<file path="src/rtl/cnt_share_pkg.sv">
// Shared types and constants for the round-robin shared-counter scheduler.
package cnt_share_pkg;

    typedef enum logic {
        IDLE = 1'b0,
        OWN  = 1'b1
    } state_t;

    localparam logic DIR_INC = 1'b1;
    localparam logic DIR_DEC = 1'b0;

    // Next index after idx, wrapping at n.
    function automatic int unsigned rr_next(input int unsigned idx, input int unsigned n);
        return (idx + 1 >= n) ? 0 : idx + 1;
    endfunction

endpackage

</file>
<file path="src/rtl/cnt_share_rr_pick.sv">
// Combinational round-robin first-one finder: first set bit of req at or after start.
module cnt_share_rr_pick
    import cnt_share_pkg::*;
#(
    parameter int unsigned N = 4
) (
    input  logic [N-1:0]         req,
    input  logic [$clog2(N)-1:0] start,
    output logic [N-1:0]         grant,
    output logic [$clog2(N)-1:0] idx,
    output logic                 found
);

    localparam int unsigned IW = $clog2(N);

    always_comb begin
        int unsigned j;
        grant = '0;
        idx   = '0;
        found = 1'b0;
        j     = 32'(start);
        for (int unsigned k = 0; k < N; k++) begin
            if (!found && req[IW'(j)]) begin
                found          = 1'b1;
                idx            = IW'(j);
                grant[IW'(j)]  = 1'b1;
            end
            j = rr_next(j, N);
        end
    end

endmodule

</file>
<file path="src/rtl/cnt_share_sched.sv">
// Round-robin scheduler sharing one up/down counter among NUM_REQ requesters with bursts.
// Optional macro COUNT_SAT_EN: counter saturates instead of wrapping and flags sat_hit.
module cnt_share_sched
    import cnt_share_pkg::*;
#(
    parameter int unsigned NUM_REQ   = 4,
    parameter int unsigned CNT_W     = 4,
    parameter int unsigned BURST_LEN = 2
) (
    input  logic                       clk,
    input  logic                       reset,
    input  logic [NUM_REQ-1:0]         req_valid,
    input  logic [NUM_REQ-1:0]         req_dir,
    output logic [NUM_REQ-1:0]         req_ready,
    output logic [$clog2(NUM_REQ)-1:0] grant_id,
    output logic                       op_fire,
    output logic                       busy,
    output logic [CNT_W-1:0]           count,
    output logic                       sat_hit
);

    localparam int unsigned IW = $clog2(NUM_REQ);
    localparam int unsigned BW = $clog2(BURST_LEN + 1);

    state_t         state;
    logic [IW-1:0]  owner;
    logic [IW-1:0]  last_grant;
    logic [BW-1:0]  burst_cnt;

    logic               keep;
    logic [IW-1:0]      scan_start;
    logic [NUM_REQ-1:0] pick_grant;
    logic [IW-1:0]      pick_idx;
    logic               pick_found;
    logic [IW-1:0]      grant_idx;
    logic               grant_any;
    logic               sel_dir;

    // Owner keeps the counter while it is valid and its burst is not exhausted.
    assign keep       = (state == OWN) && req_valid[owner] && (burst_cnt < BW'(BURST_LEN));
    assign scan_start = IW'(rr_next(32'(last_grant), NUM_REQ));

    cnt_share_rr_pick #(
        .N (NUM_REQ)
    ) u_pick (
        .req   (req_valid),
        .start (scan_start),
        .grant (pick_grant),
        .idx   (pick_idx),
        .found (pick_found)
    );

    assign grant_idx = keep ? owner : pick_idx;
    assign grant_any = keep || pick_found;
    assign sel_dir   = req_dir[grant_idx];

    assign op_fire   = grant_any && !reset;
    assign grant_id  = grant_idx;
    assign req_ready = !op_fire ? '0 : (keep ? (NUM_REQ'(1) << owner) : pick_grant);

`ifdef COUNT_SAT_EN
    logic at_limit;
    assign at_limit = (sel_dir == DIR_INC) ? (count == '1) : (count == '0);
`else
    assign sat_hit = 1'b0;
`endif

    // Ownership FSM, burst tracking and counter update.
    always_ff @(posedge clk) begin
        if (reset) begin
            state      <= IDLE;
            owner      <= '0;
            last_grant <= IW'(NUM_REQ - 1);
            burst_cnt  <= '0;
            busy       <= 1'b0;
            count      <= '0;
`ifdef COUNT_SAT_EN
            sat_hit    <= 1'b0;
`endif
        end else begin
`ifdef COUNT_SAT_EN
            sat_hit <= 1'b0;
`endif
            if (grant_any) begin
                state      <= OWN;
                busy       <= 1'b1;
                owner      <= grant_idx;
                last_grant <= grant_idx;
                // Re-grant to a burst-exhausted sole requester saturates rather than wraps.
                if (state == OWN && grant_idx == owner) begin
                    if (burst_cnt < BW'(BURST_LEN))
                        burst_cnt <= burst_cnt + BW'(1);
                end else begin
                    burst_cnt <= BW'(1);
                end
`ifdef COUNT_SAT_EN
                if (at_limit)
                    sat_hit <= 1'b1;
                else
                    count <= (sel_dir == DIR_INC) ? count + CNT_W'(1) : count - CNT_W'(1);
`else
                count <= (sel_dir == DIR_INC) ? count + CNT_W'(1) : count - CNT_W'(1);
`endif
            end else begin
                state     <= IDLE;
                busy      <= 1'b0;
                burst_cnt <= '0;
            end
        end
    end

endmodule

</file>
<file path="config.mk">
export PLATFORM = sky130hd
export DESIGN_NAME = cnt_share_sched
export DESIGN_NICKNAME = d
export VERILOG_FILES = /design/src/rtl/cnt_share_pkg.sv /design/src/rtl/cnt_share_rr_pick.sv /design/src/rtl/cnt_share_sched.sv
export SDC_FILE = /design/constraint.sdc
export NUM_CORES = 1
export LEC_CHECK = 0
export CAP_MARGIN = 40
export CELL_PAD_IN_SITES_DETAIL_PLACEMENT = 2
export CELL_PAD_IN_SITES_GLOBAL_PLACEMENT = 2
export CORE_MARGIN = 5
export CORE_UTILIZATION = 33
export DETAILED_ROUTE_END_ITERATION = 16
export HOLD_SLACK_MARGIN = 0.02
export PLACE_DENSITY_LB_ADDON = 0.1
export SYNTH_ARGS = -nofsm -noshare
export SYNTH_HDL_FRONTEND = slang
export SYNTH_HIERARCHICAL = 1
export SYNTH_SLANG_ARGS = --single-unit
</file>
<file path="constraint.sdc">
create_clock -name clk -period 11.82 [get_ports clk]
set_input_delay 2.364 -clock clk [delete_from_list [all_inputs] [get_ports clk]]
set_output_delay 2.364 -clock clk [all_outputs]
set_load 0.05 [all_outputs]
</file>
==> results of run 1 <==
==> synthesized netlist by cell type, drive strengths merged (2+ instances only) <==
cell | number | area [µm²]
a21o | 2 | 15.0
a21oi | 5 | 25.0
a221o | 5 | 50.1
a22o | 4 | 35.0
a32oi | 2 | 17.5
buf | 4 | 37.5
clkbuf | 2 | 7.51
dfxtp | 11 | 220
ha | 10 | 125
inv | 6 | 22.5
mux2 | 2 | 26.3
mux2i | 10 | 120
mux4 | 3 | 67.6
nand2 | 3 | 11.3
nand3 | 2 | 10.0
nor2 | 23 | 88.8
nor3 | 3 | 15.0
o21ai | 7 | 35.0
o21bai | 4 | 30.0
or3 | 3 | 18.8
xnor2 | 2 | 17.5
xor2 | 3 | 26.3
==> worst max-delay path, stage by stage <==
cell             delay (ps)
clkdlybuf4s50_1         530
mux4_2                  610
o31ai_2                 340
a21oi_1                 110
a22oi_1                 310
o21ai_0                 150
o21ai_0                 200
clkdlybuf4s50_1         890
==> layout make-up <==
cell class / instances / area, µm² / area share
repair buffers: 22 / 218 / 0.151
well taps: 46 / 57.6 / 0.0398
multi-input cells: 112 / 901 / 0.623
inverters: 6 / 22.5 / 0.0156
flip-flops and latches: 11 / 220 / 0.152
clock buffers: 4 / 26.3 / 0.0182
==> worst max path at each step <==
stage,from,to,cells past startpoint,slack [ps]
6_report,req_valid[2],grant_id[1],8,3950
5_1_grt,req_valid[2],grant_id[1],8,3770
4_1_cts,req_valid[2],grant_id[1],8,3900
3_5_place_dp,req_valid[2],grant_id[1],8,3920
3_3_place_gp,req_valid[2],grant_id[1],8,4090
2_1_floorplan,req_valid[2],grant_id[1],6,5260
==> routing by layer <==
layer / global-route usage / vias up
li1: - / 538
met1: 0.172 / 534
met2: 0.275 / 22
met3: 0.0201 / 2
met4: 0.0319 / 0
met5: 0 / -
==> kinds of logic after synthesis <==
| group | count (synthesis) | synth area share |
|---|---|---|
| buffers and inverters | 12 | 0.0568 |
| AOI/OAI and AO/OA | 39 | 0.258 |
| other | 1 | 0.00315 |
| and+or+nand+nor | 42 | 0.175 |
| adders and majority gates | 10 | 0.105 |
| xor gates and xnor gates | 5 | 0.0368 |
| muxes | 15 | 0.180 |
| DFF | 11 | 0.185 |
==> per-stage QoR <==
stage | utilization | hold WS [ps] | worst slack (ps)
3_3_place_gp | 0.415 | 471 | 4090
6_report | 0.423 | 520 | 3950
3_5_place_dp | 0.415 | 498 | 3920
2_1_floorplan | - | 474 | 5260
4_1_cts | 0.423 | 527 | 3900
5_1_grt | 0.423 | 565 | 3770
==> state kept, by name, summed over array words and instances (netlist names) <==
| name | count |
|---|---|
| count | 4 |
| state | 1 |
| last_grant | 2 |
| owner | 2 |
| burst_cnt | 2 |
==> reports/metrics.yaml, run 1 <==
route:
  dr.pass1.iters: 4
  wl_met2_um: 1850
  dr_total_vias: 1096
  wl_um: 3430
  met1_length_um: 1450
  via_per_inst: 5.45
  drt-initial-drc-count: 26
  top_layer_used: "met4"
  drc: 0
  wl_per_cell_um: 17.0
  antenna_left: 0
  wl_met3_um: 101
clock_network:
  numCtsBuffers: 3
  postCtsSetupBuffers: 0
  cts_tree: "built"
  path_clk_slew_ps: 70
  hold_buffers: 0
  cts_resized: 0
  htreeDepth: 1
  cts.path.max_buffers: 2
  clk_latency_ps: 260
  cts_sinks: 11
  clockRootBuffer: "clkbuf_4"
min_path:
  worstHoldPathType: "reg2reg"
  worstHoldStart: "count[3]"
  whs_path_depth: 2
  holdPathEnd: "count[3]"
logic_synthesis:
  synth_nets: 155
  syn_area_um2: 1190
  ys_seq_area_frac: 0.185
  syn_area_per_cell_um2: 8.80
  syn_inst: 135
  synth_cell_types: 48
  synth_flop_cell: "dfxtp_1"
  ys_ff_latch: 11
  synth_warnings: 6
  synthArstFlopShare: 0
  synth_edf_count: 0
timing:
  period_share: 0.666
  skew_ps: 0.984
  finalSetupViolCount: 0
  rsz0062_at_grt: "false"
  timing.fmax_mhz: 127
  worst_slew_pin_slew_ps: 513
  relSlewSlack: 0.657
  maxSlewViolCount: 0
  min_period_ps: 7870
  fin_setup_tns_ps: 0
  hold_violations: 0
die:
  ios: 23
  initial_core_util: 0.348
  die_h_um: 70.0
  row_count: 21
  core-area_um2: 3420
  die_area_um2: 4900
  die_w_um: 70.0
worst_setup_path:
  crit_arrival_ps: 5510
  crit_type: "in2out"
  r2r-end: "count[2]"
  r2r_setup_slack_ps: 7180
  startpoint_type: "input port"
  cp_max_fo: 7
  r2r_cells: 16
  end_kind: "output pin"
  r2r_start: "last_grant[0]"
  cp.required_ps: 9460
run:
  drv_cap: 0
layout:
  stdcell_area_um2: 1450
  final_cell_mix: "22 x nor2_1, 21 x clkdlybuf4s50_1, 11 x dfxtp_1, 10 x ha_1, 7 x mux2i_1"
  fin_cells: 201
  areaGrowthSynthToFinish_pct: 21.6
  layout-drive-gt1-share: 0.129
  layout.nets: 176
  n_fill_cell: 385
  mostFrequentLayoutCell: "nor2_1"
  n_antenna_cell: 0
placed_design:
  io_buffer_count: 21
  post_dp_cell_area_um2: 1420
  routabilityCongestion: 0.832
  dp_cells: 197
  dp.final_hpwl_um: 2860
global_route:
  grt_usage: 0.146
  grt_start_max_net_pins: 13
  grt_pass1_vias: 1189
  grt_antenna_before_repair: 0
  grt_pass1_wl_um: 5950
  grt_overflow_total: 0
run_status:
  status: "finished clean"
Power of run 1 is not shown: default switching activity piles up to over one toggle a cycle in this logic, so the estimate is an artifact.
==> run 2, diff against run 1 <==
- CORE_UTILIZATION: 33 -> 31
- clock period: 11.82 -> 7.32 ns (I/O delays scaled with it)
==> reports/metrics.yaml, run 2 (synthesis results as in run 1) <==
placed_design:
  io_buffer_count: 21
  post_dp_cell_area_um2: 1420
  routabilityCongestion: 0.865
  dp_cells: 199
  dp.final_hpwl_um: 2800
layout:
  largest-register: "count"
  stdcell_area_um2: 1470
  areaGrowthSynthToFinish_pct: 23.4
  layout-drive-gt1-share: 0.129
  n_antenna_cell: 0
  fin_cells: 203
  final_cell_mix: "22 x nor2_1, 21 x clkdlybuf4s50_1, 11 x dfxtp_1, 10 x ha_1, 7 x mux2i_1"
  largest_register_ffs: 4
  utilization: 0.398
  layout.nets: 176
  mostFrequentLayoutCell: "nor2_1"
die:
  die_h_um: 71.9
  die_w_um: 71.9
  initial_core_util: 0.322
  row_count: 22
  ios: 23
  die_area_um2: 5170
  core-area_um2: 3690
clock_network:
  htreeDepth: 1
  path_clk_slew_ps: 50
  cts_resized: 0
  postCtsSetupBuffers: 0
  cts_sinks: 11
  cts.path.max_buffers: 2
  cts_tree: "built"
  clk_latency_ps: 240
  numCtsBuffers: 3
  hold_buffers: 0
  clockRootBuffer: "clkbuf_8"
timing:
  finalSetupViolCount: 0
  min_period_ps: 6080
  maxSlewViolCount: 0
  worst_slew_pin_slew_ps: 541
  relSlewSlack: 0.638
  skew_ps: 2.89
  timing.fmax_mhz: 164
  hold_violations: 0
  rsz0062_at_grt: "false"
  fin_setup_tns_ps: 0
  period_share: 0.831
min_path:
  whs_path_depth: 2
  worstHoldStart: "count[3]"
  holdPathEnd: "count[3]"
  worstHoldPathType: "reg2reg"
worst_setup_path:
  crit_arrival_ps: 4620
  r2r_setup_slack_ps: 2700
  cp_max_fo: 7
  crit_type: "in2out"
  cp.required_ps: 5860
  startpoint_type: "input port"
  r2r-end: "count[2]"
  r2r_cells: 16
  r2r_start: "last_grant[0]"
  end_kind: "output pin"
route:
  antenna_left: 0
  wl_per_cell_um: 17.1
  drt-initial-drc-count: 27
  drc: 0
  via_per_inst: 5.40
  dr_total_vias: 1097
  wl_um: 3480
  dr.pass1.iters: 4
global_route:
  grt_pass1_wl_um: 6030
  grt_pass1_vias: 1221
  grt_start_max_net_pins: 13
  grt_overflow_total: 0
  grt_antenna_before_repair: 0
  grt_usage: 0.145
run:
  drv_cap: 0
run_status:
  status: "finished clean"
==> run 2: final cells by class <==
class / instances / area, µm²
flip-flops and latches: 11 / 220
multi-input cells: 112 / 901
well taps: 48 / 60.1
fillers: 421 / 2220
repair buffers: 22 / 218
clock buffers: 4 / 45.0
inverters: 6 / 22.5
==> run 2: worst max path at each step <==
stage / startpoint / end / slack (ps) / depth (start not counted)
finish: req_valid[2] / grant_id[1] / 1240 / 8
global route: req_valid[2] / grant_id[1] / 1150 / 8
CTS: req_valid[2] / grant_id[1] / 1270 / 8
detailed placement: req_valid[2] / req_ready[2] / 1350 / 7
global placement: req_valid[2] / op_fire / 1410 / 7
floorplan: req_valid[2] / count[2] / 2530 / 13
==> run 2: metrics by stage <==
| step | hold slack (ps) | worst slack (ps) |
|---|---|---|
| detailed placement | 492 | 1350 |
| CTS | 499 | 1270 |
| finish | 494 | 1240 |
| global route | 529 | 1150 |
| floorplan | 474 | 2530 |
| global placement | 468 | 1410 |
==> run 2: per-layer routing <==
layer / vias to the layer above / part of all wire / GRT usage
li1: 539 / - / -
met1: 540 / 0.42 / 0.161
met2: 16 / 0.55 / 0.285
met3: 2 / 0.023 / 0.0263
met4: 0 / 0.0040 / 0.0313
met5: - / 0 / 0
==> run 2: worst max-delay path, cell delays in order <==
cell and delay (ps):
clkdlybuf4s50_1 540, mux4_2 630, o31ai_2 310, a21oi_1 120
a22oi_1 330, o21ai_0 170, o21ai_0 180, clkdlybuf4s50_1 880
Power of run 2 is left out for the same reason.
==> edit 1, RTL diff (settings of run 2) <==
Make the reset (`reset`) asynchronous in one clocked block.
--- a/src/rtl/cnt_share_sched.sv
+++ b/src/rtl/cnt_share_sched.sv
@@ -67,5 +67,5 @@
 
     // Ownership FSM, burst tracking and counter update.
-    always_ff @(posedge clk) begin
+    always_ff @(posedge clk or posedge reset) begin
         if (reset) begin
             state      <= IDLE;
Formal check against the unedited RTL: differs if reset is asserted again (counterexample within 4 cycles, from zero or initial values and one cycle with reset high); with reset held inactive, the same outputs for 10 cycles.
==> edit 1 against run 2 <==
Count of clock-buffer cells in the layout unchanged. Maximum frequency rose by 2.3%. Synthesized area increased by 3.4%. Wire length grew 4.1%. Final area grew 4.3%. Setup slack better by 130 ps. Sequential cell count stayed put.
Power is not shown: default switching activity piles up to over one toggle a cycle in this logic, so the estimate is an artifact.
==> edit 1: results (changes against run 2) <==
status=completed; mux contribution to synthesized area=17.5% (-0.48 points); postcts setup bufs=0 (unchanged); sequential area share after synthesis=22.6% (+4.1 points); Post-synth top cells=nor2_1, ha_1, dfrtp_1; WL met2=1.78 mm (-7.1%); fraction of area in multi-input gates=58.5% (-2.9 points); layout cells sized above 1=19.0% (+6.1 points); Total Wirelength=3.62 mm (+4.1%); met1 wire length=1.71 mm (+16%); Slew headroom=65.5% (+1.6 points); Final clock-cell share=2.95% (-0.13 points); critical path peak fanout=6 (-1); Synth async-reset ratio=100% (+100 points); Clock Tree Buf Depth=2 (unchanged); Top FF cell, synth=dfrtp_1; Netlist cell types=47 (-2.1%); vias in the first global route=1212 (-0.74%); M1 GR Usage=20.9% (+4.8 points); Seq area share=18.2% (+3.1 points); Adder-Cell Fraction of Synth Area=10.2% (-0.34 points); Layout non-clock buf frac=14.7% (-0.12 points); drt pass-1 iters=4 (unchanged); CP Data Arrival Time=4490 ps (-130 ps); Antenna diodes=0 (unchanged); Synth Area in Compound Gates=23.2% (-2.6 points); Final #Nets=174 (-1.1%); Non-clk invs=7 (+1); met3 usage=3.17% (+0.54 points); syn_nets=149 (-3.9%); top cells by area, synth=dfrtp_1, ha_1, nor2_1; routed vias/inst=5.44 (+0.63%); comb_multi_in=108 (-3.6%); DP HPWL=2.92 mm (+4.2%); gp weighted congestion=0.837 (-3.2%); Initial DRC Count=49 (+81%); Setup Skew=0.779 ps (-2.11 ps); CP peak stage delay=710 ps (-170 ps); met3 wire len=121 um (+51%); # fillers=425 (+0.95%); xor/xnor cell area share of the yosys netlist=4.99% (+1.3 points); first-pass GRT wire length=6.26 mm (+3.8%); met2 Usage GRT=24.4% (-4.0 points); nonclk buf count=23 (+4.5%)
==> edit 1: cell types whose count changed in the layout (fill, tap and decap cells not counted), moves of 3 or more <==
cell / delta
nor2_1: -4
mux2i_1: -4
dfxtp_1: -11
dfrtp_1: +9
nand3_1: +3
o21ai_0: -3
==> edit 1: worst paths after layout <==
| check | startpoint | end | slack [ps] | cells past startpoint |
|---|---|---|---|---|
| min reg2reg | count[3] | count[3] | 480 | 1 |
| max reg2reg | last_grant[0] | count[2] | 2710 | 15 |
| max | req_valid[0] | grant_id[0] | 1370 | 9 |
| min | count[3] | count[3] | 480 | 1 |
| max in group asynchronous | reset | last_grant[0] | 5280 | 2 |
| min in group asynchronous | reset | owner[1] | 1700 | 2 |
==> edit 1: metrics by stage <==
stage               area, um^2  util [%]  setup WS [ps]  hold WS, ps  cells
finish                    1530      40.8           1370          484    201
global route              1530      40.8           1230          505    201
CTS                       1530      40.8           1350          488    201
detailed placement        1480      39.6           1360          471    197
global placement          1480      39.6           1490          456    197
floorplan                 1230         -           2530          481    129
==> edit 2, RTL diff (config.mk and constraints of run 2) <==
Without the edit above. Build with the macro `COUNT_SAT_EN` defined.
--- a/src/rtl/cnt_share_sched.sv
+++ b/src/rtl/cnt_share_sched.sv
@@ -1,4 +1,6 @@
 // Round-robin scheduler sharing one up/down counter among NUM_REQ requesters with bursts.
 // Optional macro COUNT_SAT_EN: counter saturates instead of wrapping and flags sat_hit.
+`define COUNT_SAT_EN
+
 module cnt_share_sched
     import cnt_share_pkg::*;
Function: changed (a bounded check fails within 4 cycles, from zero or initial values and one cycle with reset high).
==> edit 2 against run 2 <==
Sequential cell count up 1. Synthesized cell count up 5.9%. Maximum frequency down 2.3%. Wire length up 3.4%. Critical endpoint unchanged. Synthesized area up 2.5%. Setup slack worse by 150 ps. Final area up 3.9%.
Power is not shown: default switching activity piles up to over one toggle a cycle in this logic, so the estimate is an artifact.
==> edit 2: results (changes against run 2) <==
CP Data Arrival Time=4770 ps (+150 ps); mux contribution to synthesized area=17.6% (-0.44 points); FF-to-FF End=count[2]; DP HPWL=2.92 mm (+4.2%); multi-input combinational cell area=888 um^2 (-1.4%); Adder-Cell Fraction of Synth Area=10.3% (-0.26 points); M1 GR Usage=18.2% (+2.1 points); met3 wire len=113 um (+41%); Post-synth top cells=nor2_1, mux2i_1, dfxtp_1, inv_1, ha_1; top cells by area, synth=dfxtp_1, mux2i_1, ha_1; gp weighted congestion=0.827 (-4.4%); nonclk buf count=24 (+9.1%); port buffer count=22 (+4.8%); seq_cells=12 (+1); reg2reg setup slack=2600 ps (-100 ps); sequential area share after synthesis=19.7% (+1.2 points); Layout non-clock buf frac=15.4% (+0.59 points); Synth Area in Compound Gates=23.3% (-2.5 points); met2 Usage GRT=26.2% (-2.3 points); layout cells sized above 1=12.8% (-0.098 points); Non-clk invs=12 (+6); vias in the first global route=1258 (+3.0%); WHS=523 ps (+28.8 ps); Final clock-cell share=3.61% (+0.54 points); met3 usage=1.38% (-1.3 points); Seq area share=15.8% (+0.75 points); xor/xnor cell area share of the yosys netlist=2.87% (-0.81 points); first-pass GRT wire length=6.33 mm (+5.0%); Setup Skew=3.32 ps (+0.432 ps); status=completed; Reg2Reg Depth=19 (+3); Final #Nets=185 (+5.1%); critical path peak fanout=11 (+4); Hold Crit Depth=1 (-1); Netlist cell types=50 (+4.2%); measured slew at the worst slew-check pin=686 ps (+145 ps); worst hold path startpoint=burst_cnt[0]
==> edit 2: cell types whose count changed after synthesis, moves of 2 or more <==
cell and change:
a222oi_1 +3, inv_1 +7, nor2_1 -3, o21bai_1 -2, mux2i_1 +7, o21ai_0 -2, a22o_1 -4, or3_1 -2
a221o_1 -5, a32oi_1 -2, or4_1 +2, nand2_1 +3, o21ai_1 +3
==> edit 2: worst max-delay path, stage by stage <==
cell             delay [ps]
clkdlybuf4s50_1         520
mux2i_1                 220
mux2i_1                 130
clkbuf_4                210
a2111oi_2               620
inv_1                    90
o221ai_1                270
o21ai_0                 120
o21ai_0                 210
clkdlybuf4s50_1         890
==> edit 2: per-stage QoR <==
stage / cell area (um^2) / setup WS (ps) / cells
floorplan: 1220 / 2440 / 143
global placement: 1460 / 1200 / 207
detailed placement: 1460 / 1030 / 207
CTS: 1520 / 1030 / 211
global route: 1520 / 775 / 212
finish: 1520 / 1090 / 212
